[config.mk]
export PLATFORM = sky130hd
export DESIGN_NAME = b32_seq_div
export DESIGN_NICKNAME = d
export VERILOG_FILES = /design/src/rtl/b32_seq_div.sv
export SDC_FILE = /design/constraint.sdc
export NUM_CORES = 1
export LEC_CHECK = 0
export CAP_MARGIN = 10
export CELL_PAD_IN_SITES_DETAIL_PLACEMENT = 0
export CELL_PAD_IN_SITES_GLOBAL_PLACEMENT = 1
export CORE_ASPECT_RATIO = 0.5
export CORE_MARGIN = 3
export CORE_UTILIZATION = 43
export CTS_BUF_LIST = sky130_fd_sc_hd__clkbuf_8
export CTS_CLUSTER_DIAMETER = 200
export DETAILED_ROUTE_END_ITERATION = 8
export PLACE_DENSITY_LB_ADDON = 0.1
export SLEW_MARGIN = 20
export SYNTH_ARGS = -nofsm -noshare
export SYNTH_HDL_FRONTEND = slang
export SYNTH_SLANG_ARGS = --single-unit
[constraint.sdc]
create_clock -name clk -period 3.5 [get_ports clk]
set_input_delay 0.7 -clock clk [delete_from_list [all_inputs] [get_ports clk]]
set_output_delay 0.7 -clock clk [all_outputs]
set_load 0.01 [all_outputs]
[src/rtl/b32_seq_div.sv]
// Multi-cycle unsigned restoring divider, one quotient bit per cycle.
// Valid/ready on both sides; a zero divisor short-circuits straight to DONE.
module b32_seq_div #(
    parameter int WIDTH = 32
) (
    input  logic             clk,
    input  logic             rst_n,
    input  logic             in_valid,
    output logic             in_ready,
    input  logic [WIDTH-1:0] dividend,
    input  logic [WIDTH-1:0] divisor,
    output logic             out_valid,
    input  logic             out_ready,
    output logic [WIDTH-1:0] quotient,
    output logic [WIDTH-1:0] remainder,
    output logic             div_by_zero
);

    localparam int CW = $clog2(WIDTH);
    localparam logic [CW-1:0] LAST = CW'(WIDTH - 1);
    localparam logic [CW-1:0] CNT_INC = {{(CW-1){1'b0}}, 1'b1};
    localparam logic [WIDTH:0] ONE = {{WIDTH{1'b0}}, 1'b1};

    typedef enum logic [1:0] {IDLE, BUSY, DONE} state_t;

    state_t           state;
    logic [WIDTH-1:0] quo_r;
    logic [WIDTH-1:0] dsr_r;
    logic [WIDTH:0]   rem_r;
    logic [CW-1:0]    cnt;

    logic [WIDTH:0]   shifted;
    logic [WIDTH:0]   trial;
    logic             borrow;
    logic [WIDTH:0]   rem_nxt;
    logic [WIDTH-1:0] quo_nxt;

    assign in_ready = (state == IDLE);

    // Trial subtraction as X + ~Y + 1; the extra MSB is the borrow.
    always_comb begin
        shifted = {rem_r[WIDTH-1:0], quo_r[WIDTH-1]};
        trial   = shifted + ~{1'b0, dsr_r} + ONE;
        borrow  = trial[WIDTH];
        rem_nxt = borrow ? shifted : trial;
        quo_nxt = {quo_r[WIDTH-2:0], ~borrow};
    end

    always_ff @(posedge clk or negedge rst_n) begin
        if (!rst_n) begin
            state       <= IDLE;
            quo_r       <= '0;
            dsr_r       <= '0;
            rem_r       <= '0;
            cnt         <= '0;
            out_valid   <= 1'b0;
            quotient    <= '0;
            remainder   <= '0;
            div_by_zero <= 1'b0;
        end else begin
            unique case (state)
                IDLE: begin
                    if (in_valid) begin
                        if (divisor == '0) begin
                            quotient    <= '1;
                            remainder   <= dividend;
                            div_by_zero <= 1'b1;
                            out_valid   <= 1'b1;
                            state       <= DONE;
                        end else begin
                            quo_r <= dividend;
                            rem_r <= '0;
                            dsr_r <= divisor;
                            cnt   <= '0;
                            state <= BUSY;
                        end
                    end
                end
                BUSY: begin
                    rem_r <= rem_nxt;
                    quo_r <= quo_nxt;
                    cnt   <= cnt + CNT_INC;
                    if (cnt == LAST) begin
                        quotient    <= quo_nxt;
                        remainder   <= rem_nxt[WIDTH-1:0];
                        div_by_zero <= 1'b0;
                        out_valid   <= 1'b1;
                        state       <= DONE;
                    end
                end
                DONE: begin
                    if (out_ready) begin
                        out_valid <= 1'b0;
                        state     <= IDLE;
                    end
                end
                default: state <= IDLE;
            endcase
        end
    end

endmodule
==> qor.txt, run 1 <==
TritonCTS clock tree = yes
routed wire length = 28030 um
post-synthesis cell count = 973
layout cells sized above 1 = 8.800%
fin util = 56.25%
final setup fails = 0
Root Driver = clkbuf_8
Worst Setup End Kind = flip-flop
area fraction of the dominant cell type after synthesis = 47.43%
H-tree Lvls = 4
Synth Flop Type = dfrtp_1
Setup Skew = 0.01837 ns
worst rel slew slack = 40.43%
wire length per cell = 20.15 um
fill cell count = 1876
CP required = 3.86 ns
status = complete, no violations
# hold bufs at CTS = 0
largest cells by area after synthesis = dfrtp_1 (47%), nand2_1 (8.0%), ha_1 (4.8%)
max cap viols = 0
minimum clock period = 3.415 ns
TNS Setup = 0 ns
DR vias = 7850
top-count cell post-synth = nand2_1
Arrival @ worst endpoint = 3.78 ns
Post-CTS Setup Bufs = 0
grt ovf = 0
number of I/O pins = 135
Synthesized Nets = 1076
die width = 209.6 um
Rows = 36
clock transition at the registers of the reported paths = 0.10 ns
All-Layer GR Usage = 25.32%
post-synthesis sequential area ratio = 47.43%
Clock Latency Late Sink = 0.48 ns
drt first pass iters = 5
Layout area overhead = 25.60%
fin nets = 1215
Worst setup SP type = input port
multi-input logic area = 4349 um^2
Post-synth EDFFs = 0
area of the die = 22600 um^2
syn_area_per_cell = 9.163 um^2
Commonest cells post-synth = nand2_1 (189), dfrtp_1 (169), nor2_1 (63)
DP Cell Count = 1359
DRT antenna net count = 0
area leader, netlist = dfrtp_1
Final Max Slew Viols = 0
Hold Vio Cnt, Final = 0
synthesized area = 8916 um^2
post-synthesis async set-or-reset flop share = 100.0%
DIE HEIGHT = 107.8 um
1st-iter DRT viols = 625
vias per cell = 5.643
RSZ-0062 raised after global routing = yes
Crit Path Class = in2reg
clock buffer depth = 2
Peak Freq = 292.8 MHz
vias in the first global route = 7395
HPWL Detailed = 21270 um
synth unique cells = 62
Hold Path Class = in2async
Ys Warns = 0
buffers added on ports = 134
DRC violations left = 0
post-route clock period utilization = 97.58%
CORE AREA = 19910 um^2
R2R Setup Slk = 0.21 ns
first-pass GRT wire length = 43540 um
Initial Util = 44.78%
Antenna diodes = 0
antenna violations before repair = 0
Yosys reg bits = 169
largest net degree at the start of global routing = 65
Final Non-Filler Cells = 1391
Num CTS Buffers = 17
worst slew pin tran = 0.8915 ns
Final Hold Slack = 0.2166 ns
register area = 4229 um^2
# clock sinks = 169
Routability Congestion = 0.8967
maximum fanout along the worst path = 37
[worst max-delay path: stages]
cell and delay [ns]:
clkdlybuf4s50_1 0.45, nor4_1 0.69, nand2_1 0.18, nor4_2 0.56, nand3_1 0.25, a21oi_4 0.28, buf_12 0.27, nand2_1 0.19
o22a_1 0.19
[path summary, 6_finish.rpt]
check | from | to | depth (start not counted)
worst max-delay path | divisor[0] | remainder[21] | 9
worst min-delay path | rst_n | quo_r[3] | 1
worst max register to register | quo_r[31] | remainder[18] | 12
worst min register to register | quotient[9] | quotient[9] | 1
max in group asynchronous | rst_n | remainder[13] | 2
min in group clk | quotient[9] | quotient[9] | 1
[routing by layer]
| metal | track usage, % | up-vias | routed length, um |
|---|---|---|---|
| met3 | 7.162 | 16 | 2461 |
| met2 | 31.98 | 261 | 10500 |
| met5 | 0 | - | 0 |
| met1 | 41.71 | 3839 | 14890 |
| met4 | 4.582 | 0 | 183 |
| li1 | - | 3734 | - |
[cell type report]
cell class              count  share of cell area, %
clock inverters            14                  1.419
repair buffers            173                  15.39
well taps                 266                  2.972
multi-input cells         709                  38.84
inverters                  42                  1.408
clock buffers              18                  2.212
flip-flops and latches    169                  37.77
[what timing repair did]
action	CTS	global route
resized for setup	1	6
pin swaps	0	1
endpoints found under the setup margin	3	8
[per-stage QoR]
step                cell area [um^2]  worst slack [ns]
global route                   11200         -0.007372
floorplan                       8916            0.4479
CTS                            11180            0.1827
detailed placement             10770           -0.5577
global placement               10770           -0.5840
finish                         11200           0.08462
[sequential cells by signal, indices dropped and copies added, names as in the netlist]
register / flops
div_by_zero: 1
out_valid: 1
remainder: 32
state: 2
cnt: 5
dsr_r: 32
quo_r: 32
quotient: 32
rem_r: 32
[cells by family after synthesis]
kind of cell	count (synthesis)	share of synthesized area, %
xor gates and xnor gates	27	2.652
DFF	169	47.43
buffers and inverters	95	4.448
AOI/OAI and AO/OA	281	20.90
muxes	25	2.863
and+or+nand+nor	341	16.71
adders and majority gates	35	4.996
[cell usage in the layout, fill, tap and decap left out, types with 6 or more instances in the layout]
cell / count
nand2_1: 189
o21ai_1: 13
xor2_1: 16
a22oi_1: 13
o211ai_1: 18
clkdlybuf4s50_1: 133
xnor2_1: 11
dfrtp_1: 169
ha_1: 34
inv_1: 43
a211oi_1: 9
o21ai_0: 62
nor3_1: 11
nand2b_1: 8
o21a_1: 8
a21o_1: 13
clkbuf_8: 18
o22a_1: 37
a31oi_1: 28
buf_4: 32
mux2i_1: 20
buf_12: 7
nor2_1: 61
nor4_1: 13
nand3_1: 22
a21oi_1: 48
nand4_1: 6
Power of run 1 is not shown: default switching activity piles up to over one toggle a cycle in this logic, so the estimate is an artifact.
==> run 2, diff against run 1 <==
--- a/config.mk
+++ b/config.mk
@@ -8,11 +8,10 @@
 export CAP_MARGIN = 10
 export CELL_PAD_IN_SITES_DETAIL_PLACEMENT = 0
 export CELL_PAD_IN_SITES_GLOBAL_PLACEMENT = 1
-export CORE_ASPECT_RATIO = 0.5
 export CORE_MARGIN = 3
 export CORE_UTILIZATION = 43
 export CTS_BUF_LIST = sky130_fd_sc_hd__clkbuf_8
-export CTS_CLUSTER_DIAMETER = 200
+export CTS_CLUSTER_DIAMETER = 120
 export DETAILED_ROUTE_END_ITERATION = 8
 export PLACE_DENSITY_LB_ADDON = 0.1
 export SLEW_MARGIN = 20
==> constraint.sdc (replaced) <==
create_clock -name clk -period 3.3 [get_ports clk]
set_input_delay 0.66 -clock clk [delete_from_list [all_inputs] [get_ports clk]]
set_output_delay 0.66 -clock clk [all_outputs]
set_load 0.01 [all_outputs]
==> qor.txt, run 2 (synthesis gave the netlist of run 1 again) <==
status = complete, no violations
Initial Util = 43.92% (-0.86 points)
crit-path max cell delay = 0.39 ns (-0.30 ns)
layout cells sized above 1 = 8.946% (+0.15 points)
antenna violations before repair = 0 (unchanged)
DRC violations left = 0 (unchanged)
Worst R2R Start = quo_r[31]
die width = 150.0 um (-28%)
TNS Setup = 0 ns (unchanged)
Final Non-Filler Cells = 1399 (+0.58%)
commonest non-fill, non-tap cell in the layout = nand2_1
worst-path cell chain = inv_1 -> ha_1 -> fa_2 -> nand2b_4 -> a21oi_2 -> o21ai_2 -> o211ai_2 -> a21oi_2 -> o31a_1 -> or2_4 -> buf_12 -> or3_1 -> a41oi_2
DRT antenna net count = 0 (unchanged)
CP required = 3.68 ns (-0.18 ns)
Max stage delay cell, worst path = or3_1
# clock sinks = 169 (unchanged)
post-route clock period utilization = 95.00%
Pwr per Cell Area = 1347 nW/um^2
PnR worst setup slack = 0.1649 ns (+0.08030 ns)
Arrival @ worst endpoint = 3.51 ns (-0.27 ns)
Placement Setup Slack = 0.04339 ns (+0.6011 ns)
RSZ-0062 raised after global routing = no
R2R depth = 13 (+1)
worst slew pin tran = 0.6971 ns (-0.1944 ns)
CORE AREA = 20300 um^2 (+2.0%)
clock buffer depth = 2 (unchanged)
area of the die = 22500 um^2 (-0.46%)
DIE HEIGHT = 150.0 um (+39%)
Num CTS Buffers = 17 (unchanged)
TritonCTS clock tree = yes
most frequent cells in the layout = nand2_1 (189), dfrtp_1 (169), clkdlybuf4s50_1 (133)
DR vias = 7575 (-3.5%)
largest net degree at the start of global routing = 67 (+3.1%)
worst rel slew slack = 53.53% (+13 points)
fin nets = 1220 (+0.41%)
number of I/O pins = 135 (unchanged)
clock transition at the registers of the reported paths = 0.09 ns (about the same)
Final Max Slew Viols = 0 (unchanged)
buffers added on ports = 134 (unchanged)
PnR Total Power = 15.17 mW
fill cell count = 1911 (+1.9%)
All-Layer GR Usage = 22.81% (-2.5 points)
final setup fails = 0 (unchanged)
Worst IR Drop VDD = 635.2 uV
max cap viols = 0 (unchanged)
grt ovf = 0 (unchanged)
Hold Vio Cnt, Final = 0 (unchanged)
Layout area overhead = 26.24%
DP Cell Count = 1367 (+0.59%)
leakage = 4.858 nW
HPWL Detailed = 18680 um (-12%)
drt first pass iters = 5 (unchanged)
maximum fanout along the worst path = 21 (-43%)
Crit path top cell by count = a21oi_2
Rows = 52 (+44%)
H-tree Lvls = 4 (unchanged)
Final Hold Slack = 0.1714 ns (-0.04516 ns)
Peak Freq = 319.0 MHz
Crit Path Class = reg2reg
Worst setup SP type = flip-flop
Worst Setup End Kind = flip-flop
minimum clock period = 3.135 ns
R2R Setup Slk = 0.16 ns (-0.05 ns)
Routability Congestion = 0.8528 (-4.9%)
vias per cell = 5.415 (-4.1%)
1st-iter DRT viols = 420 (-33%)
Clock Latency Late Sink = 0.47 ns (about the same)
vias in the first global route = 7408 (+0.18%)
wire length per cell = 18.03 um (-11%)
# hold bufs at CTS = 0 (unchanged)
Root Driver = clkbuf_8
Critical R2R Capture = remainder[18]
Hold Path Class = in2async
Setup Skew = 0.01277 ns (-0.005597 ns)
Antenna diodes = 0 (unchanged)
first-pass GRT wire length = 40100 um (-7.9%)
routed wire length = 25220 um (-10%)
-- run 2: changes by cell type in the layout (fill, tap and decap cells not counted), moves of 2 or more --
cell        previous run  this run
buf_12                 7        10
buf_4                 32        34
clkinv_4               2         0
clkinvlp_4             2         4
mux2_1                 0         2
-- run 2: power by group --
| group | internal, mW | total (mW) | switching, mW |
|---|---|---|---|
| logic | 4.32 | 9.70 | 5.38 |
| registers | 3.19 | 3.93 | 0.743 |
| clock network | 0.688 | 1.53 | 0.841 |
-- run 2: cell type report --
type	count	area, um^2	share of cell area [%]
Tap cell	270	337.8	3.001
Timing Repair Buffer	178	1798	15.97
Clock inverter	14	161.4	1.434
Inverter	42	157.7	1.401
Multi-Input combinational cell	709	4338	38.54
Clock buffer	17	234.0	2.079
Sequential cell	169	4229	37.57
-- run 2: timing repair --
action / in CTS / in global routing
setup endpoints to repair: 0 / 39
gates resized for setup: 0 / 3
setup buffers: 0 / 1
-- run 2: layer usage --
metal | vias to the layer above | routed length (um) | GRT usage (%)
li1 | 3730 | - | -
met1 | 3657 | 11390 | 30.68
met2 | 155 | 12500 | 38.25
met3 | 33 | 854 | 3.271
met4 | 0 | 467 | 7.045
met5 | - | 0 | 0
-- run 2: worst max path at each step --
stage                     startpoint  cells past startpoint            end
after floorplan            quo_r[31]                     14  remainder[15]
after global placement     quo_r[31]                     13  remainder[25]
after detailed placement   quo_r[31]                     13  remainder[25]
after CTS                  quo_r[31]                     13  remainder[25]
after global routing       quo_r[31]                     13  remainder[18]
final                      quo_r[31]                     13  remainder[18]
-- run 2: stage by stage --
step	instance area [um^2]	util [%]
3_3_place_gp	10840	53.39
4_1_cts	11230	55.34
2_1_floorplan	8916	-
5_1_grt	11260	55.45
3_5_place_dp	10840	53.39
6_report	11260	55.45
-- run 2: critical path: cells and delay by family, from the launching register on --
| family | cells | cell delay (ns) |
|---|---|---|
| AOI/OAI and AO/OA | 6 | 1.06 |
| adders and majority gates | 2 | 0.57 |
| buffers and inverters | 2 | 0.22 |
| DFF | 1 | 0.37 |
| and+or+nand+nor | 3 | 0.81 |
No activity file was read; power rests on OpenSTA's default activity.
